**config.mk**
```make
export PLATFORM = sky130hd
export DESIGN_NAME = stopwatch_counter
export DESIGN_NICKNAME = d
export VERILOG_FILES = /design/src/rtl/stopwatch_pkg.sv /design/src/rtl/stopwatch_bcd_digit.sv /design/src/rtl/stopwatch_counter.sv
export SDC_FILE = /design/constraint.sdc
export NUM_CORES = 1
export LEC_CHECK = 0
export ABC_AREA = 1
export CAP_MARGIN = 10
export CORE_MARGIN = 2
export CORE_UTILIZATION = 30
export CTS_CLUSTER_SIZE = 12
export DETAILED_ROUTE_END_ITERATION = 8
export SLEW_MARGIN = 10
export SYNTH_ARGS = -nofsm -noshare
export SYNTH_HDL_FRONTEND = slang
export SYNTH_SLANG_ARGS = --single-unit
```
**constraint.sdc**
```tcl
create_clock -name CLK_REF -period 1.8 [get_ports CLK_REF]
set_input_delay 0.18 -clock CLK_REF [delete_from_list [all_inputs] [get_ports CLK_REF]]
set_output_delay 0.18 -clock CLK_REF [all_outputs]
set_load 0.01 [all_outputs]
```
**src/rtl/stopwatch_pkg.sv**
```systemverilog
// Shared types and constants for the stopwatch: state encoding, BCD widths and digit limits.
// The ADJUST state only exists when STOPWATCH_ADJUST_EN is defined.
package stopwatch_pkg;

    localparam int BCD_W        = 4;
    localparam int SEC_TENS_MAX = 5;
    localparam int DIGIT_MAX    = 9;

`ifdef STOPWATCH_ADJUST_EN
    typedef enum logic [1:0] {
        ST_CLEARED,
        ST_RUN,
        ST_PAUSED,
        ST_ADJUST
    } sw_state_e;
`else
    typedef enum logic [1:0] {
        ST_CLEARED,
        ST_RUN,
        ST_PAUSED
    } sw_state_e;
`endif

    // Two-digit BCD image of a small integer, used for the minute wrap compare.
    function automatic logic [2*BCD_W-1:0] to_bcd2(input int unsigned v);
        return {BCD_W'(v / 10), BCD_W'(v % 10)};
    endfunction

endpackage

```
**src/rtl/stopwatch_bcd_digit.sv**
```systemverilog
// One registered BCD digit counting 0..TOP; carry is combinational and flags an increment at TOP.
// clr wins over inc; the new value appears one clock after inc/clr is sampled.
module bcd_digit
    import stopwatch_pkg::*;
#(
    parameter int TOP = DIGIT_MAX
) (
    input  logic             clk,
    input  logic             rst_n,
    input  logic             inc,
    input  logic             clr,
    output logic [BCD_W-1:0] value,
    output logic             carry
);

    localparam logic [BCD_W-1:0] TOP_V = BCD_W'(TOP);

    logic [BCD_W-1:0] value_q;
    logic [BCD_W-1:0] value_d;

    assign carry = inc && (value_q == TOP_V);

    always_comb begin
        value_d = value_q;
        if (clr) begin
            value_d = '0;
        end else if (carry) begin
            value_d = '0;
        end else if (inc) begin
            value_d = value_q + 1'b1;
        end
    end

    always_ff @(posedge clk or negedge rst_n) begin
        if (!rst_n) begin
            value_q <= '0;
        end else begin
            value_q <= value_d;
        end
    end

    assign value = value_q;

endmodule

```
**src/rtl/stopwatch_counter.sv**
```systemverilog
// MM:SS BCD stopwatch with run/pause/clear control; digits, RUNNING and WRAP update one clock after the request.
// Optional field-adjust mode in PAUSED is compiled in with STOPWATCH_ADJUST_EN.
module stopwatch_counter
    import stopwatch_pkg::*;
#(
    parameter int MIN_MAX = 59
) (
    input  logic             CLK_REF,
    input  logic             CLK_RES_N,
    input  logic             TICK_1HZ,
    input  logic             TICK_2HZ,
    input  logic             BTN_PAUSE,
    input  logic             BTN_CLEAR,
    input  logic             ADJ,
    input  logic             SEL,
    output logic [BCD_W-1:0] MIN_TENS,
    output logic [BCD_W-1:0] MIN_ONES,
    output logic [BCD_W-1:0] SEC_TENS,
    output logic [BCD_W-1:0] SEC_ONES,
    output logic             RUNNING,
    output logic             WRAP
);

    localparam int                   MIN_TENS_TOP = MIN_MAX / 10;
    localparam logic [2*BCD_W-1:0]   MIN_MAX_BCD  = to_bcd2(MIN_MAX);

    // Reset asserts immediately but releases only after two clean edges.
    logic [1:0] rst_sync_q;
    logic       rst_n;

    always_ff @(posedge CLK_REF or negedge CLK_RES_N) begin
        if (!CLK_RES_N) begin
            rst_sync_q <= 2'b00;
        end else begin
            rst_sync_q <= {rst_sync_q[0], 1'b1};
        end
    end

    assign rst_n = rst_sync_q[1];

    sw_state_e state_q;
    sw_state_e state_d;
    logic      running_q;
    logic      wrap_q;
    logic      wrap_d;

    logic run_tick;
    logic adj_tick;
    logic adj_sel_min;
    logic sec_inc;
    logic min_inc;
    logic min_at_max;
    logic min_wrap;
    logic so_carry;
    logic st_carry;
    logic mo_carry;
    logic unused_mt_carry;

    assign run_tick = (state_q == ST_RUN) && TICK_1HZ && !BTN_CLEAR;

`ifdef STOPWATCH_ADJUST_EN
    assign adj_tick    = (state_q == ST_ADJUST) && TICK_2HZ && !BTN_CLEAR;
    assign adj_sel_min = SEL;
`else
    logic unused_adj;
    assign unused_adj  = ^{ADJ, SEL, TICK_2HZ};
    assign adj_tick    = 1'b0;
    assign adj_sel_min = 1'b0;
`endif

    // Adjust steps one field only, so the seconds carry never reaches minutes there.
    assign sec_inc    = run_tick || (adj_tick && !adj_sel_min);
    assign min_inc    = (run_tick && st_carry) || (adj_tick && adj_sel_min);
    assign min_at_max = ({MIN_TENS, MIN_ONES} == MIN_MAX_BCD);
    assign min_wrap   = min_inc && min_at_max;
    assign wrap_d     = run_tick && st_carry && min_at_max;

    always_comb begin
        state_d = state_q;
        if (BTN_CLEAR) begin
            state_d = ST_CLEARED;
        end else begin
            case (state_q)
                ST_CLEARED: if (BTN_PAUSE) state_d = ST_RUN;
                ST_RUN:     if (BTN_PAUSE) state_d = ST_PAUSED;
`ifdef STOPWATCH_ADJUST_EN
                ST_PAUSED: begin
                    if (BTN_PAUSE) begin
                        state_d = ST_RUN;
                    end else if (ADJ) begin
                        state_d = ST_ADJUST;
                    end
                end
                ST_ADJUST:  if (!ADJ) state_d = ST_PAUSED;
`else
                ST_PAUSED:  if (BTN_PAUSE) state_d = ST_RUN;
`endif
                default:    state_d = ST_CLEARED;
            endcase
        end
    end

    always_ff @(posedge CLK_REF or negedge rst_n) begin
        if (!rst_n) begin
            state_q   <= ST_CLEARED;
            running_q <= 1'b0;
            wrap_q    <= 1'b0;
        end else begin
            state_q   <= state_d;
            running_q <= (state_d == ST_RUN);
            wrap_q    <= wrap_d;
        end
    end

    assign RUNNING = running_q;
    assign WRAP    = wrap_q;

    bcd_digit #(.TOP(DIGIT_MAX)) u_sec_ones (
        .clk   (CLK_REF),
        .rst_n (rst_n),
        .inc   (sec_inc),
        .clr   (BTN_CLEAR),
        .value (SEC_ONES),
        .carry (so_carry)
    );

    bcd_digit #(.TOP(SEC_TENS_MAX)) u_sec_tens (
        .clk   (CLK_REF),
        .rst_n (rst_n),
        .inc   (so_carry),
        .clr   (BTN_CLEAR),
        .value (SEC_TENS),
        .carry (st_carry)
    );

    // Minute wrap is decided on the combined value, so MIN_MAX need not end in 9.
    bcd_digit #(.TOP(DIGIT_MAX)) u_min_ones (
        .clk   (CLK_REF),
        .rst_n (rst_n),
        .inc   (min_inc && !min_wrap),
        .clr   (BTN_CLEAR || min_wrap),
        .value (MIN_ONES),
        .carry (mo_carry)
    );

    bcd_digit #(.TOP(MIN_TENS_TOP)) u_min_tens (
        .clk   (CLK_REF),
        .rst_n (rst_n),
        .inc   (mo_carry),
        .clr   (BTN_CLEAR || min_wrap),
        .value (MIN_TENS),
        .carry (unused_mt_carry)
    );

endmodule

```
-- After elaboration in Yosys (flattened, before gate mapping)
Index checks and enable logic that the tools add are counted.
- logic and storage cells: 54
- input bits: 8
- flip-flop bits (word level): 22
- output and inout bits: 18
- eq/ne operators: 8
- reduce and logical (&&, ||, !) cells: 18
- add/sub/neg operators: 4
- multiplexer cells: 16
- operators by type and width (cell ; count):
    2-to-1 mux 4 bit ; 12
    adder 4 x 1 -> 4 bit, second input constant ; 4
    nonzero test 3 bit ; 4
    logical AND 1 bit ; 9
    equality test 4 x 3 -> 1 bit, second input constant ; 2
    equality test 4 bit, second input constant ; 2
    equality test 8 x 7 -> 1 bit, second input constant ; 1
    2-to-1 mux 2 bit ; 3
    equality test 2 x 1 -> 1 bit, second input constant ; 2
    one-hot mux 2 bit (2 select lines) ; 1
    equality test 2 bit, second input constant ; 1
    zero test 1 bit ; 2
    zero test 2 bit ; 1
    OR reduction 2 bit ; 1
    logical OR 1 bit ; 1

-- Logic depth before layout (Yosys ltp)
Gate-level depths: netlist of the first run.
- depth after elaboration: 13
- depth in mapped cells: 11
- gate-level depth less buffers: 11

-- Cells and area by module
A second synthesis of the first run with hierarchy kept.
- cells, all modules: 187
- area, all modules: 1383.8 um2
- by module, submodules not included (module ; cells an instance ; seq. area each (um2) ; times used ; area an instance (um2)):
    bcd_digit (u_min_ones ...) ; 38 ; 100.1 ; 2 ; 279.0
    bcd_digit (u_min_tens ...) ; 37 ; 100.1 ; 2 ; 267.8
    stopwatch_counter ; 37 ; 150.1 ; 1 ; 290.3

-- Least setup slack after synthesis of the first run
No wires, ideal clock.
- kind: reg-to-reg
- from: register u_sec_ones.value_q[1], in the netlist u_sec_ones.value[1]
- to: register u_min_tens.value_q[3], in the netlist u_min_tens.value[3]
- required time: 1683 ps
- arrival: 1274 ps
- clock period less this slack: 1391 ps
- setup slack: 409 ps
- cell stages (with the launch flop): 12
- cells stage by stage: dfrtp_1 -> inv_1 -> ha_1 -> nand2_1 -> inv_1 -> nand2_2 -> nor2_4 -> nand3_2 -> nand2_2 -> inv_1 -> nand3b_1 -> nand2_1
- word-level cells in the longest chain between the ends: 11
- elaborated cells between the ends (all ways): 13
- ends and longest elaborated chain (element ; RTL line ; RTL):
    from (decl) ; stopwatch_bcd_digit.sv:18 ; logic [BCD_W-1:0] value_q;
    from (signal assigned) ; stopwatch_bcd_digit.sv:38 ; value_q <= value_d;
    equality test 4 bit * ; stopwatch_bcd_digit.sv:21 ; assign carry = inc && (value_q == TOP_V);
    logical AND 1 bit * (2 in series) ; stopwatch_bcd_digit.sv:21 ;
    logical AND 1 bit * ; stopwatch_counter.sv:73 ; assign min_inc = (run_tick && st_carry) || (adj_tick && adj_sel_min);
    logical AND 1 bit ; stopwatch_counter.sv:75 ; assign min_wrap = min_inc && min_at_max;
    zero test 1 bit ; stopwatch_counter.sv:140 ; .inc (min_inc && !min_wrap),
    logical AND 1 bit ; stopwatch_counter.sv:140 ;
    logical AND 1 bit (2 in series) ; stopwatch_bcd_digit.sv:21 ;
    2-to-1 mux 4 bit ; stopwatch_bcd_digit.sv:27 ; end else if (carry) begin
    2-to-1 mux 4 bit ; stopwatch_bcd_digit.sv:25 ; if (clr) begin
    to (signal assigned) ; stopwatch_bcd_digit.sv:38 ;
    to (decl) ; stopwatch_bcd_digit.sv:18 ;
Mark *: on every way between the ends. The rest lies on a longest branch, timed or not.
A chain may end at the register's enable or synchronous reset.

-- Worst setup path after layout of the first run
- from: register u_sec_ones.value_q[1], in the netlist u_sec_ones.value[1]
- to: register u_min_ones.value_q[2], in the netlist u_min_ones.value[2]
- word-level cells in the longest chain between the ends: 10
- elaborated cells between the ends (all ways): 12
- ends and longest elaborated chain (element ; RTL line):
    equality test 4 bit * ; stopwatch_bcd_digit.sv:21
    logical AND 1 bit * (2 in series) ; stopwatch_bcd_digit.sv:21
    logical AND 1 bit * ; stopwatch_counter.sv:73
    logical AND 1 bit ; stopwatch_counter.sv:75
    zero test 1 bit ; stopwatch_counter.sv:140
    logical AND 1 bit ; stopwatch_counter.sv:140
    logical AND 1 bit ; stopwatch_bcd_digit.sv:21
    2-to-1 mux 4 bit ; stopwatch_bcd_digit.sv:27
    2-to-1 mux 4 bit ; stopwatch_bcd_digit.sv:25
    to (signal assigned) ; stopwatch_bcd_digit.sv:38
    to (decl) ; stopwatch_bcd_digit.sv:18
Marked as above.

==> results.sh, run 1 <==
export IMPL_status="complete, no violations"
export IMPL_drt_iter0_markers=30
export IMPL_finalClockSkew_ns=0.00151
export IMPL_cts_resized=0
export IMPL_crit_buf_inv=3
export IMPL_min_period_ns=1.50
export IMPL_place_hpwl_um=1840
export IMPL_arrival_ns=1.66
export IMPL_cp_slowest_cell="dfrtp_1"
export IMPL_setup_tns_ns=0
export IMPL_pin_count=26
export IMPL_crit_required_ns=1.96
export IMPL_initial_core_util_pct=31.7
export IMPL_cts_root_buffer="clkbuf_8"
export IMPL_start_kind="flop"
export IMPL_crit_family="simple AND/OR/NAND/NOR gates"
export IMPL_holdBufCountCts=0
export IMPL_grt_pass1_wl_um=4000
export IMPL_syn_area_sq_um=1180
export IMPL_htree_levels=1
export IMPL_clk_pin_slew_ns=0.08
export IMPL_vias_per_cell=4.49
export IMPL_io_buffers=22
export IMPL_yosysUniqueCellTypes=27
export IMPL_post_cts_repair_setup_buffers=0
export IMPL_crit_type="reg2reg"
export IMPL_wl_per_cell_um=11.3
export IMPL_antenna_found_initial=0
export IMPL_die_area_sq_um=4440
export IMPL_drive_gt1_share_pct=16.7
export IMPL_synth_main_ff_cell="dfrtp_1"
export IMPL_syn_inst=127
export IMPL_synth_nets=143
export IMPL_clock_latency_ns=0.26
export IMPL_cp_startpoint="u_sec_ones.value[1]"
export IMPL_core_sq_um=3720
export IMPL_die_x_um=66.6
export IMPL_ant_nets=0
export IMPL_synth_seq_cells=22
export IMPL_crit_path_end_kind="flop"
export IMPL_gr_total_overflow=0
export IMPL_clockBufferDepth=2
export IMPL_vias=915
export IMPL_synth_edf_count=0
export IMPL_hold_viol=0
export IMPL_rsz0062_at_grt="false"
export IMPL_final_cell_mix="dfrtp_1 (22), nand2_1 (22), clkdlybuf4s50_1 (22)"
export IMPL_dpl_cell_count=200
export IMPL_gp_congestion=0.734
export IMPL_globalRouteMet1Util_pct=15.3
export IMPL_drv_cap=0
export IMPL_setup_violations=0
export IMPL_cts_tree="yes"
export IMPL_power_leakage_nw=0.719
export IMPL_instances_no_fill=204
export IMPL_n_antenna_cell=0
export IMPL_drc_errors=0
export IMPL_areaGrowthSynthToFinish_pct=30.4
export IMPL_die_height_um=66.6
export IMPL_row_count=22
export IMPL_use_met2_pct=19.8
export IMPL_numCtsBuffers=3
export IMPL_drtPass1Iterations=5
export IMPL_grt_max_degree=13
export IMPL_syn_avg_cell_area_sq_um=9.27
export IMPL_cts_sinks=22
export IMPL_power_density_nw_per_um2=611
export IMPL_vdd_drop_max_v=0.000335
export IMPL_r2r_start="u_sec_ones.value[1]"
export IMPL_grt_met3_usage_pct=4.05
export IMPL_slew_viol_final=0
export IMPL_path_cells="inv_1, ha_1, nand2_1, inv_1, nand2_2, nor2_4, nand4_2, inv_2, nor2_4, nand2_1, nor2_2"
export IMPL_fmax_mhz=667
export IMPL_hold_path_class="in2async"
export IMPL_grt_pass1_vias=919
export IMPL_synth_async_reset_ratio_pct=100
export IMPL_cp_max_fo=5
export IMPL_final_nets=173
export IMPL_track_usage_pct=12.1
export IMPL_ys_warn_count=0
export IMPL_fill_cells=388
export IMPL_busiest_layer="met2"
export IMPL_critPathMaxStageDelay_ns=0.42
export IMPL_drt_wl_total_um=2300
export IMPL_p_total_w=0.000938
export IMPL_period_share_pct=83.2
export IMPL_seq_area_frac_synth_pct=46.8
==> synthesized netlist by cell type (2+ instances only) <==
master / n / share of area, %
dfrtp_1: 22 / 47
nand2_1: 22 / 7.0
inv_1: 16 / 5.1
ha_1: 8 / 8.5
nand3_1: 8 / 3.4
a21oi_1: 5 / 2.1
nor2_1: 5 / 1.6
nor2_2: 4 / 2.1
xor2_1: 4 / 3.0
inv_2: 3 / 0.96
nand2_2: 3 / 1.6
nand3_2: 3 / 2.6
nor2_4: 3 / 2.9
o21ai_1: 3 / 1.3
a211oi_1: 2 / 1.3
and3_1: 2 / 1.1
mux2i_1: 2 / 1.7
o22ai_1: 2 / 1.1
or2_0: 2 / 1.1
==> stage by stage <==
stage	instance area, sq um	hold WS, ns	util (%)	setup WS, ns
after floorplan	1180	-0.116	-	0.409
after global placement	1480	0.186	39.8	0.222
after detailed placement	1480	0.200	39.8	0.199
after CTS	1540	0.0617	41.3	0.291
after global routing	1540	0.0590	41.3	0.179
final	1540	0.0672	41.3	0.302
==> routing by layer <==
metal	up-vias	wire [um]
met1	431	1120
li1	467	-
met3	2	89
met5	-	0
met4	0	12
met2	15	1070
==> flip-flops by register name (all words and copies together), names as in the netlist <==
| register | cells |
|---|---|
| RUNNING | 1 |
| WRAP | 1 |
| rst_sync_q | 2 |
| state_q | 2 |
| u_min_ones.value | 4 |
| u_min_tens.value | 4 |
| u_sec_ones.value | 4 |
| u_sec_tens.value | 4 |
==> cell families after synthesis <==
| kind of cell | synth area share (%) |
|---|---|
| other cells | 0.319 |
| buf+inv | 6.06 |
| simple gates | 26.9 |
| fa+ha+maj | 8.50 |
| xor+xnor | 2.98 |
| flops | 46.8 |
| compound gates | 6.80 |
| mux | 1.70 |
==> power by group <==
part           total [W]  internal (W)  leakage (nW)  switching [W]
Combinational  0.0000690     0.0000313         0.391      0.0000376
Sequential      0.000515      0.000503         0.299      0.0000118
Clock           0.000354      0.000195        0.0288       0.000159
Total           0.000938      0.000729         0.719       0.000209
==> final timing paths <==
check | to | slack (ns) | cells after the start
hold reg to reg | u_min_tens.value[0] | 0.19 | 0
setup / recovery | u_min_ones.value[2] | 0.30 | 11
min in group CLK_REF | rst_sync_q[1] | 0.36 | 0
setup reg to reg | u_min_ones.value[2] | 0.30 | 11
max in group asynchronous | u_sec_tens.value[3] | 1.09 | 1
hold / removal | rst_sync_q[0] | 0.07 | 1
==> final cells by class <==
| type | count | area [sq um] | area share (%) |
|---|---|---|---|
| Inverter | 19 | 71.3 | 4.65 |
| Sequential cell | 22 | 551 | 35.9 |
| Clock buffer | 4 | 55.1 | 3.59 |
| Tap cell | 48 | 60.1 | 3.91 |
| Multi-Input combinational cell | 86 | 556 | 36.2 |
| Timing Repair Buffer | 25 | 243 | 15.8 |
Note: power is estimated with default switching activity, not from simulation.
==> run 2: changes to the inputs <==
Clock period 1.8 ns to 1.3 ns, I/O delays scaled along.
==> results.sh, run 2 (synthesized netlist as in run 1, its figures left out) <==
export IMPL_finalClockSkew_ns=0.00434
export IMPL_crit_path_end_kind="flop"
export IMPL_grt_pass1_wl_um=4730
export IMPL_power_leakage_nw=0.964
export IMPL_initial_core_util_pct=31.7
export IMPL_antenna_found_initial=0
export IMPL_cts_tree="yes"
export IMPL_cp_max_fo=5
export IMPL_setup_violations=18
export IMPL_drt_iter0_markers=19
export IMPL_min_period_ns=1.46
export IMPL_clockBufferDepth=2
export IMPL_final_common_cell="buf_4"
export IMPL_fmax_mhz=685
export IMPL_clk_pin_slew_ns=0.08
export IMPL_place_area_sq_um=1640
export IMPL_arrival_ns=1.61
export IMPL_period_share_pct=112
export IMPL_core_sq_um=3720
export IMPL_wl_per_cell_um=11.8
export IMPL_power_density_nw_per_um2=718
export IMPL_cp_slowest_cell="dfrtp_1"
export IMPL_final_area_sq_um=1770
export IMPL_vdd_drop_max_v=0.000514
export IMPL_drtPass1Iterations=4
export IMPL_die_height_um=66.6
export IMPL_pin_count=26
export IMPL_clock_latency_ns=0.26
export IMPL_hold_viol=0
export IMPL_setup_tns_ns=-1.45
export IMPL_row_count=22
export IMPL_crit_required_ns=1.45
export IMPL_grt_pass1_vias=1120
export IMPL_cts_sinks=22
export IMPL_hold_path_class="in2async"
export IMPL_drv_cap=0
export IMPL_gr_total_overflow=0
export IMPL_ant_nets=0
export IMPL_gp_congestion=0.843
export IMPL_final_util_pct=47.6
export IMPL_areaGrowthSynthToFinish_pct=50.3
export IMPL_die_x_um=66.6
export IMPL_drt_wl_total_um=2760
export IMPL_slew_viol_final=0
export IMPL_grt_max_degree=13
export IMPL_final_nets=203
export IMPL_vias_per_cell=4.41
export IMPL_vias=1031
export IMPL_critPathMaxStageDelay_ns=0.40
export IMPL_rsz0062_at_grt="true"
export IMPL_crit_type="reg2reg"
export IMPL_die_area_sq_um=4440
export IMPL_fin_ws_ns=-0.161
export IMPL_n_antenna_cell=0
export IMPL_final_cell_mix="buf_4 (33), dfrtp_1 (21), nand2_1 (21)"
export IMPL_place_hpwl_um=2090
export IMPL_drive_gt1_share_pct=33.3
export IMPL_cts_root_buffer="clkbuf_8"
export IMPL_path_cells="inv_2, ha_4, nand2_4, inv_2, nand2_2, nor2_4, nand4_4, inv_4, nor2_4, nand2_1, nand2_1"
export IMPL_track_usage_pct=14.0
export IMPL_numCtsBuffers=3
export IMPL_drc_errors=0
export IMPL_io_buffers=22
export IMPL_start_kind="flop"
export IMPL_timing_hold_ws_ns=0.0244
export IMPL_status="complete, but fails checks"
export IMPL_fill_cells=374
export IMPL_htree_levels=1
export IMPL_violations="setup timing"
run 2: cell count changes in the layout (fill, tap and decap cells not counted), sizes merged:
cell	change
dlygate4sd2	+14
clkdlybuf4s50	-16
dlymetal6s2s	+1
buf	+31
run 2: stage by stage:
step | total power, W | instances | worst slack [ns]
final | 0.00127 | 234 | -0.161
after CTS | 0.00128 | 233 | -0.165
after global routing | 0.00133 | 234 | -0.240
after detailed placement | 0.000846 | 221 | -0.224
after global placement | 0.000841 | 221 | -0.139
after floorplan | 0.000773 | 127 | -0.0902
run 2: final cells by class:
class | count | area [sq um] | share of cell area (%)
well taps | 48 | 60.1 | 3.39
flip-flops and latches | 22 | 552 | 31.2
repair buffers | 55 | 454 | 25.7
clock buffers | 4 | 45.0 | 2.55
inverters | 19 | 73.8 | 4.17
multi-input cells | 86 | 584 | 33.0
run 2: path summary, 6_finish.rpt:
path | end | slack (ns) | depth (start not counted) | startpoint
worst max register to register | u_min_tens.value[1] | -0.16 | 11 | u_sec_ones.value[1]
worst min-delay path | rst_sync_q[1] | 0.02 | 1 | CLK_RES_N
worst min register to register | WRAP | 0.18 | 1 | rst_sync_q[1]
max in group asynchronous | u_sec_ones.value[0] | 0.95 | 1 | rst_sync_q[1]
worst max-delay path | u_min_tens.value[1] | -0.16 | 11 | u_sec_ones.value[1]
min in group CLK_REF | rst_sync_q[1] | 0.36 | 0 | rst_sync_q[0]
run 2: timing repair:
action                                  CTS  global route
pin swaps                                 3             2
hold buffers                              0             0
hold endpoints to repair                  0             0
endpoints found under the setup margin   33            19
gates resized for setup                  24             5
cloned                                    0             0
setup buffers                             8             1
run 2: power by group:
part	internal, W	switching (W)
sequential	0.000697	0.00000772
combinational	0.0000655	0.0000695
clock	0.000218	0.000212
total	0.000981	0.000289
run 2: critical path, delay by kind of cell, from the launching register on:
kind / cells / cell delay (ns)
adder cells (fa/ha/maj): 1 / 0.14
buffers and inverters: 3 / 0.24
flip-flops: 1 / 0.40
AND/OR/NAND/NOR: 7 / 0.58
run 2: routing by layer:
metal  share of wire (%)  vias up  global-route usage, %  wire [um]
met3                 3.0        4                   1.86         82
met4                 1.7        0                   4.59         46
met1                  44      479                   16.6       1200
li1                    -      528                      -          -
met5                   0        -                      0          0
met2                  52       20                   25.9       1430
